<file path="config.mk">
export PLATFORM = sky130hd
export DESIGN_NAME = vme_dpi_adapter
export DESIGN_NICKNAME = d
export VERILOG_FILES = /design/src/rtl/vme_dpi_pkg.sv /design/src/rtl/vme_rd_fifo.sv /design/src/rtl/vme_dpi_adapter.sv
export SDC_FILE = /design/constraint.sdc
export NUM_CORES = 1
export LEC_CHECK = 0
export BUFFER_PORTS_ARGS = -buffer_cell sky130_fd_sc_hd__buf_2
export CAP_MARGIN = 5
export CORE_AREA = 2 2 160 162
export CTS_BUF_LIST = sky130_fd_sc_hd__clkbuf_2 sky130_fd_sc_hd__clkbuf_4 sky130_fd_sc_hd__clkbuf_8
export DETAILED_ROUTE_END_ITERATION = 6
export DIE_AREA = 0 0 162 164
export PLACE_DENSITY = 0.71
export SLEW_MARGIN = 20
export SYNTH_ARGS = -nofsm -noshare
export SYNTH_HDL_FRONTEND = slang
export SYNTH_HIERARCHICAL = 1
export SYNTH_SLANG_ARGS = --single-unit
export TNS_END_PERCENT = 10
</file>
<file path="constraint.sdc">
create_clock -name clock -period 5.4 [get_ports clock]
set_clock_uncertainty 0.1 [all_clocks]
set_input_delay 0.54 -clock clock [delete_from_list [all_inputs] [get_ports clock]]
set_output_delay 0.54 -clock clock [all_outputs]
set_load 0.1 [all_outputs]
</file>
<file path="src/rtl/vme_dpi_pkg.sv">
// Shared types and constants for the VME-to-DPI memory-model adapter.
// Holds the adapter FSM state encoding and the request opcode values.
package vme_dpi_pkg;

    typedef enum logic [2:0] {
        ST_IDLE = 3'd0,
        ST_REQ  = 3'd1,
        ST_WR   = 3'd2,
        ST_RD   = 3'd3,
        ST_DONE = 3'd4
    } state_e;

    localparam logic OPC_RD = 1'b0;
    localparam logic OPC_WR = 1'b1;

    localparam int unsigned STAT_BITS = 32;

endpackage

</file>
<file path="src/rtl/vme_rd_fifo.sv">
// Read-return buffer between the memory model and the rdata port.
// Ports:
//   clock, reset            - clock, synchronous active-high reset (flushes)
//   push_i, push_data_i     - write one entry
//   pop_i                   - remove the head entry
//   pop_data_o              - head entry (push data passes through when empty)
//   full_o, empty_o         - occupancy flags
// Push+pop together leaves the occupancy unchanged, including at full and
// at empty (the empty case is a pass-through and stores nothing).
module vme_rd_fifo
    import vme_dpi_pkg::*;
#(
    parameter int unsigned WIDTH = 65,
    parameter int unsigned DEPTH = 2
) (
    input  logic             clock,
    input  logic             reset,
    input  logic             push_i,
    input  logic [WIDTH-1:0] push_data_i,
    input  logic             pop_i,
    output logic [WIDTH-1:0] pop_data_o,
    output logic             full_o,
    output logic             empty_o
);

    localparam int unsigned AW = $clog2(DEPTH);
    localparam int unsigned CW = AW + 1;

    logic [WIDTH-1:0] mem_q [DEPTH];
    logic [AW-1:0]    wr_ptr_q;
    logic [AW-1:0]    rd_ptr_q;
    logic [CW-1:0]    count_q;
    logic             wr_en;
    logic             rd_en;

    assign full_o  = (count_q == CW'(DEPTH));
    assign empty_o = (count_q == '0);

    // A pop on empty consumes the incoming word directly, so nothing is stored.
    assign wr_en = push_i && (!full_o || pop_i) && !(empty_o && pop_i);
    assign rd_en = pop_i && !empty_o;

    assign pop_data_o = empty_o ? push_data_i : mem_q[rd_ptr_q];

    // Pointers and occupancy; DEPTH is a power of two so pointers wrap freely.
    always_ff @(posedge clock) begin
        if (reset) begin
            wr_ptr_q <= '0;
            rd_ptr_q <= '0;
            count_q  <= '0;
        end else begin
            if (wr_en) wr_ptr_q <= wr_ptr_q + AW'(1);
            if (rd_en) rd_ptr_q <= rd_ptr_q + AW'(1);
            count_q <= count_q + CW'(wr_en) - CW'(rd_en);
        end
    end

    // Storage array, no reset needed: occupancy gates every read.
    always_ff @(posedge clock) begin
        if (wr_en) mem_q[wr_ptr_q] <= push_data_i;
    end

endmodule

</file>
<file path="src/rtl/vme_dpi_adapter.sv">
// Adapter from a burst command/data interface to a DPI memory model.
// Optional macro: VME_DPI_ADAPTER_STATS_EN adds stat_rd_beats/stat_wr_beats.
// Ports:
//   clock, reset                      - clock, synchronous active-high reset
//   cmd_*                             - burst command (write flag, addr, beats-1)
//   wdata_*                           - write beats in, forwarded to dpi_wr_*
//   rdata_*                           - read beats out of the read buffer
//   done, err                         - completion pulse, sticky wdata_last error
//   dpi_req_*                         - one-cycle request to the memory model
//   dpi_wr_valid/bits                 - write beats to the memory model
//   dpi_rd_valid/bits/ready           - read beats from the memory model
//   stat_rd_beats, stat_wr_beats      - DPI beat counters (stats build only)
module vme_dpi_adapter
    import vme_dpi_pkg::*;
#(
    parameter int unsigned LEN_BITS  = 8,
    parameter int unsigned ADDR_BITS = 64,
    parameter int unsigned DATA_BITS = 64,
    parameter int unsigned RD_DEPTH  = 2
) (
    input  logic                 clock,
    input  logic                 reset,
`ifdef VME_DPI_ADAPTER_STATS_EN
    output logic [STAT_BITS-1:0] stat_rd_beats,
    output logic [STAT_BITS-1:0] stat_wr_beats,
`endif
    input  logic                 cmd_valid,
    output logic                 cmd_ready,
    input  logic                 cmd_write,
    input  logic [ADDR_BITS-1:0] cmd_addr,
    input  logic [LEN_BITS-1:0]  cmd_len,
    input  logic                 wdata_valid,
    output logic                 wdata_ready,
    input  logic [DATA_BITS-1:0] wdata_bits,
    input  logic                 wdata_last,
    output logic                 rdata_valid,
    input  logic                 rdata_ready,
    output logic [DATA_BITS-1:0] rdata_bits,
    output logic                 rdata_last,
    output logic                 done,
    output logic                 err,
    output logic                 dpi_req_valid,
    output logic                 dpi_req_opcode,
    output logic [LEN_BITS-1:0]  dpi_req_len,
    output logic [ADDR_BITS-1:0] dpi_req_addr,
    output logic                 dpi_wr_valid,
    output logic [DATA_BITS-1:0] dpi_wr_bits,
    input  logic                 dpi_rd_valid,
    input  logic [DATA_BITS-1:0] dpi_rd_bits,
    output logic                 dpi_rd_ready
);

    // One extra bit so len = all-ones counts 2^LEN_BITS beats without wrapping.
    localparam int unsigned CNT_W  = LEN_BITS + 1;
    localparam int unsigned FIFO_W = DATA_BITS + 1;

    state_e                 state_q, state_d;
    logic                   write_q, write_d;
    logic [ADDR_BITS-1:0]   addr_q, addr_d;
    logic [LEN_BITS-1:0]    len_q, len_d;
    logic [CNT_W-1:0]       beat_q, beat_d;
    logic                   err_q, err_d;

    logic                   beat_is_last;
    logic                   wr_hs;
    logic                   rd_push;
    logic                   rd_pop;
    logic                   fifo_full;
    logic                   fifo_empty;
    logic [FIFO_W-1:0]      fifo_head;

    assign beat_is_last = (beat_q == {1'b0, len_q});
    assign wr_hs        = wdata_valid && wdata_ready;
    assign rd_push      = dpi_rd_valid && dpi_rd_ready;
    assign rd_pop       = rdata_valid && rdata_ready;

    // Each buffered beat carries its own last flag next to the data.
    vme_rd_fifo #(
        .WIDTH (FIFO_W),
        .DEPTH (RD_DEPTH)
    ) u_rd_fifo (
        .clock       (clock),
        .reset       (reset),
        .push_i      (rd_push),
        .push_data_i ({beat_is_last, dpi_rd_bits}),
        .pop_i       (rd_pop),
        .pop_data_o  (fifo_head),
        .full_o      (fifo_full),
        .empty_o     (fifo_empty)
    );

    assign rdata_valid    = !fifo_empty;
    assign rdata_bits     = fifo_head[DATA_BITS-1:0];
    assign rdata_last     = fifo_head[DATA_BITS];
    assign err            = err_q;
    assign dpi_req_opcode = write_q ? OPC_WR : OPC_RD;
    assign dpi_req_len    = len_q;
    assign dpi_req_addr   = addr_q;

    // State and command/beat registers.
    always_ff @(posedge clock) begin
        if (reset) begin
            state_q <= ST_IDLE;
            write_q <= 1'b0;
            addr_q  <= '0;
            len_q   <= '0;
            beat_q  <= '0;
            err_q   <= 1'b0;
        end else begin
            state_q <= state_d;
            write_q <= write_d;
            addr_q  <= addr_d;
            len_q   <= len_d;
            beat_q  <= beat_d;
            err_q   <= err_d;
        end
    end

    // Next-state and datapath next values.
    always_comb begin
        state_d = state_q;
        write_d = write_q;
        addr_d  = addr_q;
        len_d   = len_q;
        beat_d  = beat_q;
        err_d   = err_q;
        case (state_q)
            ST_IDLE: begin
                if (cmd_valid) begin
                    write_d = cmd_write;
                    addr_d  = cmd_addr;
                    len_d   = cmd_len;
                    beat_d  = '0;
                    state_d = ST_REQ;
                end
            end
            ST_REQ: begin
                state_d = write_q ? ST_WR : ST_RD;
            end
            ST_WR: begin
                if (wr_hs) begin
                    beat_d = beat_q + CNT_W'(1);
                    if (wdata_last != beat_is_last) err_d = 1'b1;
                    if (beat_is_last) state_d = ST_DONE;
                end
            end
            ST_RD: begin
                if (rd_push) beat_d = beat_q + CNT_W'(1);
                if (rd_pop && rdata_last) state_d = ST_DONE;
            end
            ST_DONE: begin
                state_d = ST_IDLE;
            end
            default: begin
                state_d = ST_IDLE;
            end
        endcase
    end

    // State-decoded outputs; DPI-facing strobes are held off while in reset.
    always_comb begin
        cmd_ready     = 1'b0;
        dpi_req_valid = 1'b0;
        wdata_ready   = 1'b0;
        dpi_wr_valid  = 1'b0;
        dpi_wr_bits   = '0;
        dpi_rd_ready  = 1'b0;
        done          = 1'b0;
        case (state_q)
            ST_IDLE: cmd_ready = 1'b1;
            ST_REQ:  dpi_req_valid = !reset;
            ST_WR: begin
                wdata_ready  = !reset;
                dpi_wr_valid = wdata_valid && !reset;
                dpi_wr_bits  = reset ? '0 : wdata_bits;
            end
            ST_RD:   dpi_rd_ready = !fifo_full && !reset;
            ST_DONE: done = 1'b1;
            default: cmd_ready = 1'b0;
        endcase
    end

`ifdef VME_DPI_ADAPTER_STATS_EN
    logic [STAT_BITS-1:0] stat_rd_q, stat_rd_d;
    logic [STAT_BITS-1:0] stat_wr_q, stat_wr_d;

    // Free-running DPI beat counters, wrapping naturally.
    always_comb begin
        stat_rd_d = stat_rd_q + STAT_BITS'(rd_push);
        stat_wr_d = stat_wr_q + STAT_BITS'(dpi_wr_valid);
    end

    always_ff @(posedge clock) begin
        if (reset) begin
            stat_rd_q <= '0;
            stat_wr_q <= '0;
        end else begin
            stat_rd_q <= stat_rd_d;
            stat_wr_q <= stat_wr_d;
        end
    end

    assign stat_rd_beats = stat_rd_q;
    assign stat_wr_beats = stat_wr_q;
`endif

endmodule

</file>
== After elaboration in Yosys (flattened, before gate mapping) ==
Memory sizes are Yosys's and may differ from the RTL's. A register that Yosys moved wholly into a read port is not among the register bits.
Index checks and enable logic that the tools add are counted.
Storage, ports and cells
  register bits after elaboration: 90
  RAM bits: 130
  input port bits: 208
  output and inout port bits: 210
  word-level logic and storage cells: 73
  memories: 1
Memories
  u_rd_fifo.mem_q: words 2, width 65, read ports 1, clocked after Yosys merged registers in 1, wr ports 1, line vme_rd_fifo.sv:29  | logic [WIDTH-1:0] mem_q [DEPTH];
Cells by class
  add/subtract/negate cells: 5
  equality and inequality tests: 12
  multiplexer cells: 24
  reduce and logical (&&, ||, !) cells: 22
Operator list (number)
  $mux W64: 2
  $mux W65: 1
  $mux W9: 3
  $pmux W9 S3: 1
  $mux W1: 12
  $mux W3: 4
  $pmux W3 S4: 1
  $logic_and A1 B1 Y1: 10
  $add A9 B1 Y9 const B: 1
  $eq A9 B8 Y1: 1
  $ne A2 B2 Y1 const B: 4
  $reduce_and A4 Y1: 2
  $eq A3 B2 Y1 const B: 2
  $logic_not A1 Y1: 4
  $eq A3 B1 Y1 const B: 1
  $eq A3 B3 Y1 const B: 1
  $logic_not A3 Y1: 1
  $reduce_and A3 Y1: 1
  $reduce_bool A3 Y1: 1
  $add A1 B1 Y1 const B: 2
  $add A2 B1 Y2: 1
  $eq A2 B2 Y1 const B: 1
  $logic_not A2 Y1: 1
  $ne A2 B1 Y1 const B: 1
  4 further kinds: 4

== Depth between registers and ports, before layout ==
Gate-level depths: netlist (run 1).
  word-level depth: 9
  gate-level depth with buffers: 12
  depth with buffers taken out: 10

== Cells and area by module ==
Netlist (run 1), hierarchy kept.
Modules (own cells, without submodules)
  vme_rd_fifo: instances 1, cells each 377, area an instance 5607.9 µm², seq. area each 4003.8 µm²
  vme_dpi_adapter: instances 1, cells each 503, area an instance 3897.5 µm², seq. area each 1721.7 µm²

== Least setup slack after synthesis (run 1) ==
OpenSTA, ideal clock, no wires.
  kind: input -> register
  start point: input reset
  end point: memory u_rd_fifo.mem_q[0][0], enable pin
  setup time: 0.488 ns
  arrival time: 7.124 ns
  data required time: 4.812 ns
  slack: -2.312 ns
  stages on the path: 5
  path through: nand2b_1 -> nor4b_1 -> and2_1 -> o21ai_2 -> nor2_1
On the way
  cells in the longest elaborated chain, start to end: 8
Ends and longest elaborated chain
  start, declared: line vme_dpi_adapter.sv:22  | input logic reset,
  $logic_not A1 Y1: line vme_dpi_adapter.sv:177  | ST_RD: dpi_rd_ready = !fifo_full && !reset;
  $logic_and A1 B1 Y1: line vme_dpi_adapter.sv:177
  $mux W1: line vme_dpi_adapter.sv:169  | case (state_q)
  net dpi_rd_ready: line vme_dpi_adapter.sv:50  | output logic dpi_rd_ready
  $logic_and A1 B1 Y1: line vme_dpi_adapter.sv:74  | assign rd_push = dpi_rd_valid && dpi_rd_ready;
  net rd_push: line vme_dpi_adapter.sv:66  | logic rd_push;
  $logic_and A1 B1 Y1 (2 in series): line vme_rd_fifo.sv:40  | assign wr_en = push_i && (!full_o || pop_i) && !(empty_o && pop_i);
  $mux W1: line vme_rd_fifo.sv:60  | if (wr_en) mem_q[wr_ptr_q] <= push_data_i;
  $mux W1 (implied by the code): line vme_rd_fifo.sv:60
  end, declared: line vme_rd_fifo.sv:29
The timed path passes the listed nets, and every way through them passes these cells.

== Worst setup path in the final report (run 1) ==
  start point: register beat_q[1]
  end point: output rdata_last
On the way
  cells in the longest elaborated chain, start to end: 2
Ends and longest elaborated chain
  start, declared: line vme_dpi_adapter.sv:61  | logic [CNT_W-1:0] beat_q, beat_d;
  start signal, assigned: line vme_dpi_adapter.sv:114  | beat_q <= beat_d;
  $eq A9 B8 Y1: line vme_dpi_adapter.sv:72  | assign beat_is_last = (beat_q == {1'b0, len_q});
  net beat_is_last: line vme_dpi_adapter.sv:64  | logic beat_is_last;
  $mux W65: line vme_rd_fifo.sv:43  | assign pop_data_o = empty_o ? push_data_i : mem_q[rd_ptr_q];
  end, declared: line vme_dpi_adapter.sv:39  | output logic rdata_last,
The timed path passes the listed nets, and every way through them passes these cells.

==> results of run 1 <==
cell usage after synthesis (all sizes together), types with 4 or more instances:
master and count:
nand3 10, inv 6, nand4 4, or4 5
nor3 4, and2 67, mux2i 67, nor2b 5
edfxtp 130, nor2 12, a21oi 83, or3 5
nand2 215, clkbuf 20, xnor2 9, o31ai 5
o21ai 70, buf 39, dfxtp 91
how the worst max path moves through the flow:
stage | endpoint | depth (start not counted) | slack (ns) | start
floorplan | u_rd_fifo/mem_q[0][0] | 5 | -0.80 | reset
global placement | u_rd_fifo/mem_q[0][20] | 7 | 2.16 | reset
detailed placement | u_rd_fifo/mem_q[0][19] | 7 | 2.15 | reset
CTS | rdata_bits[19] | 5 | 1.74 | u_rd_fifo/count_q[0]
global route | rdata_bits[19] | 5 | 1.79 | u_rd_fifo/count_q[0]
finish | rdata_last | 6 | 2.03 | beat_q[1]
placed cells by master (no fill, tap or decap), drive strengths merged, types with 4 or more instances in the layout:
cell and count:
a21oi 83, and2 67, buf 427, clkbuf 53, clkinv 8, dfxtp 91, edfxtp 130, inv 6
mux2i 67, nand2 215, nand3 10, nand4 4, nor2 12, nor2b 5, nor3 4, o21ai 70
o31ai 5, or3 5, or4 5, xnor2 9
kinds of logic (layout without fill, tap and decap cells):
logic type | after synthesis | count (layout) | synth area share, %
compound gates | 166 | 166 | 9.46
xor+xnor | 11 | 11 | 1.01
fa+ha+maj | 3 | 3 | 0.395
buf+inv | 65 | 497 | 4.33
flops | 221 | 221 | 60.2
mux | 67 | 67 | 7.06
other cells | 0 | 2 | 0
simple gates | 347 | 347 | 17.5
cell type report:
class                           count  area (µm²)  share of cell area, %
Inverter                            6        22.5                  0.181
Multi-Input combinational cell    594        3400                   27.3
Timing Repair Buffer              427        2170                   17.4
Clock inverter                     11        82.6                  0.662
Antenna cell                        2        5.00                 0.0401
Clock buffer                       53         648                   5.20
Sequential cell                   221        5730                   45.9
Tap cell                          330         413                   3.31
stage by stage:
step | worst slack [ns] | util, % | power (µW) | hold WS [ns]
after floorplan | -0.803 | - | 4180 | 0.341
after global placement | 2.16 | 47.3 | 4570 | 0.338
after detailed placement | 2.15 | 47.3 | 4590 | 0.343
after CTS | 1.74 | 50.2 | 6080 | 0.0839
after global routing | 1.79 | 50.2 | 6280 | 0.0952
final | 2.03 | 50.2 | 6010 | 0.129
flip-flops by register name, indices dropped and copies added, names as in the netlist, named ones only:
register	count
beat_q	9
dpi_req_addr	64
dpi_req_len	8
err	1
state_q	3
u_rd_fifo/count_q	2
u_rd_fifo/mem_q	130
u_rd_fifo/rd_ptr_q	1
u_rd_fifo/wr_ptr_q	1
write_q	1
worst max-delay path: stages (launching register included):
cell and delay [ns]:
dfxtp_1 0.46, xnor2_1 0.15, nand4_1 0.18, nor3_1 0.59, nand2_1 0.10, o21ai_0 0.18, buf_2 0.53
layer usage:
layer / track usage [%] / up-vias / part of all wire (%)
met5: 0 / - / 0.095
met4: 5.27 / 4 / 1.9
met3: 6.26 / 45 / 9.4
met2: 27.4 / 296 / 46
met1: 23.6 / 3638 / 43
li1: - / 3878 / -
report_power, final:
group | switching (µW) | internal, µW
Clock | 642 | 821
Sequential | 95.4 | 1920
Combinational | 2130 | 398
==> results.py, run 1 <==
metrics = {
    "logic_synthesis": {
        "avgSynthCellArea_um2": 10.8,
        "ys_top_cells_by_area": "edfxtp_1 (41%), dfxtp_1 (19%), nand2_1 (8.5%)",
        "ys_seq_elements": 221,
        "synthFlopType": "edfxtp_1",
        "synth.distinct_cells": 52,
        "syn-num-nets": 1091,
        "ys_async_sr_fraction_pct": 0,
        "synth_area_leader_cell": "edfxtp_1",
        "syn_area_um2": 9510,
        "yosys_warnings": 6,
        "synth_top_area_share_pct": 41.1,
        "synth_edf_count": 130,
        "yosysSeqAreaShare_pct": 60.2,
        "syn_inst": 880,
    },
    "placement": {
        "finalWeightedCongestion": 0.788,
        "port_buffers": 417,
        "placed_cell_area_um2": 11700,
        "dp_cells": 1578,
        "hpwlAfterDp_um": 17600,
    },
    "worst_setup_path": {
        "r2r_start": "state_q[1]",
        "path_class": "reg2out",
        "critPathLaunchType": "flip-flop",
        "cp_max_fo": 6,
        "cp.required_ns": 4.76,
        "arrival_ns": 2.73,
        "end_kind": "output pin",
        "rrSetupSlack_ns": 2.31,
        "r2r_end": "u_rd_fifo/mem_q[0][40]",
        "reg2reg_depth": 6,
    },
    "cells_and_area": {
        "nets": 1499,
        "finalNonFillerCells": 1644,
        "layout-drive-gt1-share_pct": 38.9,
        "fillers": 2328,
        "syn2layout_area_growth_pct": 31.2,
        "design_area_um2": 12500,
    },
    "worst_hold_path": {
        "min-delay-start": "dpi_rd_bits[38]",
        "hp-class": "in2reg",
        "hold-path-cell-count": 1,
        "hold_end": "u_rd_fifo/mem_q[0][38]",
    },
    "drt": {
        "drt_iter0_markers": 412,
        "viasPerCell": 4.78,
        "first_pass_iters": 4,
        "postRouteAntennaNets": 0,
        "wl_per_cell_um": 15.3,
        "vias": 7861,
        "totalWireLength_um": 25200,
        "drc": 0,
    },
    "floorplanning": {
        "rows": 58,
        "io_pins": 418,
        "die_h_um": 164,
        "initial_utilization_pct": 38.3,
        "die_w_um": 162,
        "core-area_um2": 24800,
        "dieArea_um2": 26600,
    },
    "clocking": {
        "cts_buffers": 38,
        "cts_tree": "built",
        "clk_pin_slew_worst_paths_ns": 0.06,
        "cts_buffer_depth": 3,
        "cts_hold_buf": 0,
        "cts_sinks": 221,
        "clkLatencyLatePin_ns": 0.51,
        "cts.repair.resized": 0,
        "root_buffer": "clkbuf_8",
        "htreeDepth": 2,
        "postCtsSetupBuffers": 0,
    },
    "global_routing": {
        "grt_max_degree": 116,
        "antenna_found_initial": 3,
        "grt-ovfl-total": 0,
        "grt_pass1_vias": 7308,
        "grtUsageTotal_pct": 17.8,
        "grt_pass1_wl_um": 37700,
    },
    "sta": {
        "setup_viol": 0,
        "max_clock_freq_mhz": 297,
        "finalMaxSlewViolations": 0,
        "setup_tns_ns": 0,
        "tightest_slew_ns": 1.01,
        "slew_headroom_pct": 32.3,
        "final_hold_viol_count": 0,
        "finalCriticalPeriod_ns": 3.37,
        "rsz0062_at_grt": "false",
        "post-route-period-util_pct": 62.3,
    },
    "power": {
        "power_density_nw_per_um2": 482,
        "power_leakage_uw": 0.00541,
        "irDropWorstVdd_mv": 0.330,
    },
    "run": {
        "drv_cap": 0,
    },
    "run_status": {
        "status": "completed",
    },
}
Note: power is estimated with default switching activity, not from simulation.
==> inputs of run 2 (changes only) <==
Settings changed: ABC_AREA set to 1, CORE_AREA 2 2 160 162 to 2 2 161 163, DIE_AREA 0 0 162 164 to 0 0 163 165, PLACE_DENSITY 0.71 to 0.72.
Clock period 5.4 ns to 3.5 ns, I/O delays scaled along.
==> run 2 against run 1 <==
- sequential power is 56% higher
- via count is 19% higher
- register-to-register slack worse by 1.1 ns
- wire length is 16% higher
- synthesized cell count is 29% higher
- sequential share of layout area is 5.4 points lower
- worst setup slack worse by 1.6 ns
- die area is 1.2% higher
- critical path type unchanged
- largest cell class unchanged
==> results.py, run 2 <==
metrics = {
    "run_status": {
        "status": "completed",
    },
    "drt": {
        "vias": 9383,
        "postRouteAntennaNets": 0,
        "drt_iter0_markers": 660,
        "totalWireLength_um": 29100,
        "first_pass_iters": 5,
        "wl_per_cell_um": 14.4,
        "drc": 0,
        "viasPerCell": 4.65,
    },
    "worst_hold_path": {
        "hp-class": "in2reg",
        "min-delay-start": "cmd_addr[43]",
        "hold-path-cell-count": 3,
        "hold_end": "dpi_req_addr[43]",
    },
    "cells_and_area": {
        "design_area_um2": 14100,
        "layout_common_cells": "buf_2 (417), nand2_1 (239), inv_1 (171)",
        "largest_reg_flops": 130,
        "nets": 1869,
        "syn2layout_area_growth_pct": 44.3,
        "diodes": 0,
        "layout_commonest_cell": "buf_2",
        "layout-drive-gt1-share_pct": 30.5,
        "top_register": "u_rd_fifo/mem_q",
    },
    "clocking": {
        "cts_buffer_depth": 3,
        "clk_pin_slew_worst_paths_ns": 0.06,
        "clkLatencyLatePin_ns": 0.52,
        "htreeDepth": 2,
        "postCtsSetupBuffers": 0,
        "cts_buffers": 39,
        "root_buffer": "clkbuf_8",
        "cts_sinks": 221,
        "cts_tree": "built",
        "cts.repair.resized": 0,
        "cts_hold_buf": 126,
    },
    "global_routing": {
        "grt-ovfl-total": 0,
        "grt_pass1_wl_um": 44400,
        "grt_pass1_vias": 8951,
        "grtUsageTotal_pct": 20.5,
        "antenna_found_initial": 0,
        "grt_max_degree": 134,
    },
    "logic_synthesis": {
        "syn-num-nets": 1344,
        "synth_area_leader_cell": "edfxtp_1",
        "ys_seq_elements": 221,
        "synthTopCellsByCount": "nand2_1 (241), inv_1 (172), o21ai_0 (133), edfxtp_1 (130), dfxtp_1 (91)",
        "synth_top_area_share_pct": 39.8,
        "synth.distinct_cells": 32,
        "ys_top_cells_by_area": "edfxtp_1 (40%), dfxtp_1 (19%), nand2_1 (9.2%)",
        "avgSynthCellArea_um2": 8.65,
        "yosysSeqAreaShare_pct": 58.4,
        "syn_area_um2": 9800,
        "synthFlopType": "edfxtp_1",
        "yosysMostFrequentCell": "nand2_1",
        "synth_edf_count": 130,
        "ys_async_sr_fraction_pct": 0,
        "yosys_warnings": 6,
        "syn_inst": 1133,
    },
    "worst_setup_path": {
        "r2r_start": "u_rd_fifo/count_q[0]",
        "arrival_ns": 2.59,
        "critPathLaunchType": "flip-flop",
        "cp_max_fo": 101,
        "cpPeakStageDelay_ns": 0.91,
        "cp_common_cell": "o21ai_0",
        "critPathTopFamily": "flip-flops",
        "reg2reg_depth": 12,
        "crit_chain": "buf_4, o21ai_0, o21ai_0, buf_2",
        "cp.required_ns": 3.05,
        "rrSetupSlack_ns": 1.26,
        "crit_slowest_cell": "dfxtp_4",
        "end_kind": "output pin",
        "critical_path_buf_inv_count": 2,
        "r2r_end": "u_rd_fifo/count_q[1]",
        "path_class": "reg2out",
    },
    "floorplanning": {
        "core-area_um2": 25000,
        "io_pins": 418,
        "die_w_um": 163,
        "initial_utilization_pct": 39.2,
        "die_h_um": 165,
        "dieArea_um2": 26900,
        "rows": 58,
    },
    "sta": {
        "rsz0062_at_grt": "false",
        "post-route-period-util_pct": 86.9,
        "slew_headroom_pct": 40.2,
        "whs_ns": 0.0404,
        "max_clock_freq_mhz": 329,
        "setup_viol": 0,
        "final_hold_viol_count": 0,
        "tightest_slew_ns": 0.896,
        "finalMaxSlewViolations": 0,
        "finalCriticalPeriod_ns": 3.04,
    },
    "placement": {
        "hpwlAfterDp_um": 18100,
        "placed_cell_area_um2": 12100,
        "finalWeightedCongestion": 0.754,
        "port_buffers": 417,
    },
    "run": {
        "drv_cap": 0,
    },
    "power": {
        "power_leakage_uw": 0.00679,
        "p_total_uw": 10000,
        "irDropWorstVdd_mv": 0.682,
        "power_density_nw_per_um2": 708,
    },
}
## run 2: cell count changes in the layout (fill, tap and decap cells not counted), sizes merged, moves of 6 or more
cell	before	now
dlygate4sd3	0	126
nand3	10	82
xnor2	9	1
inv	6	174
and2	67	0
mux2i	67	0
nand2	215	244
clkbuf	53	59
nor2	12	94
o21ai	70	141
## run 2: per-layer routing
| metal | share of wire, % | vias up | GRT usage (%) | wire (µm) |
|---|---|---|---|---|
| met3 | 8.1 | 53 | 5.37 | 2350 |
| li1 | - | 4715 | - | - |
| met4 | 2.1 | 0 | 6.32 | 616 |
| met2 | 48 | 412 | 34.2 | 14000 |
| met5 | 0 | - | 0 | 0 |
| met1 | 42 | 4203 | 26.0 | 12200 |
## run 2: where the power goes
group | switching (µW) | total (µW) | internal, µW
Clock | 1040 | 2390 | 1340
Combinational | 3740 | 4500 | 756
Sequential | 148 | 3130 | 2980
## run 2: cell families (layout without fill, tap and decap cells)
group	Yosys count	after routing	share of synthesized area, %
XOR/XNOR	5	5	0.447
adder cells (fa/ha/maj)	3	3	0.383
AO/OA/AOI/OAI	230	230	11.9
flip-flops	221	221	58.4
AND/OR/NAND/NOR	431	431	18.5
buffers and inverters	243	798	10.3
## run 2: worst max path at each step
stage / startpoint / to / slack [ns] / depth (start not counted)
final: flip-flop / rdata_bits[30] / 0.46 / 4
after global routing: flip-flop / rdata_bits[30] / 0.22 / 4
after floorplan: flip-flop / state_q[1] / -0.31 / 10
after detailed placement: flip-flop / rdata_bits[10] / 1.07 / 4
after global placement: flip-flop / rdata_bits[32] / 1.11 / 4
after CTS: flip-flop / rdata_bits[10] / 0.48 / 4
## run 2: per-stage QoR
step	cells	setup TNS, ns	utilization (%)	setup WS (ns)
after floorplan	1133	-0.819	-	-0.308
after global placement	1821	0	48.3	1.11
after detailed placement	1821	0	48.3	1.07
after CTS	2018	0	56.5	0.485
after global routing	2018	0	56.5	0.221
final	2018	0	56.5	0.459
## run 2: worst min-delay path, stage by stage
cell and delay (ns):
buf_2 0.10, nand3_1 0.08, a21oi_1 0.06
## run 2: final cells by class
type / instances / area, µm²
clock buffers: 59 / 731
repair buffers: 554 / 3470
well taps: 330 / 413
multi-input cells: 669 / 3080
flip-flops and latches: 221 / 5730
fillers: 2109 / 10900
clock inverters: 12 / 73.8
inverters: 173 / 649
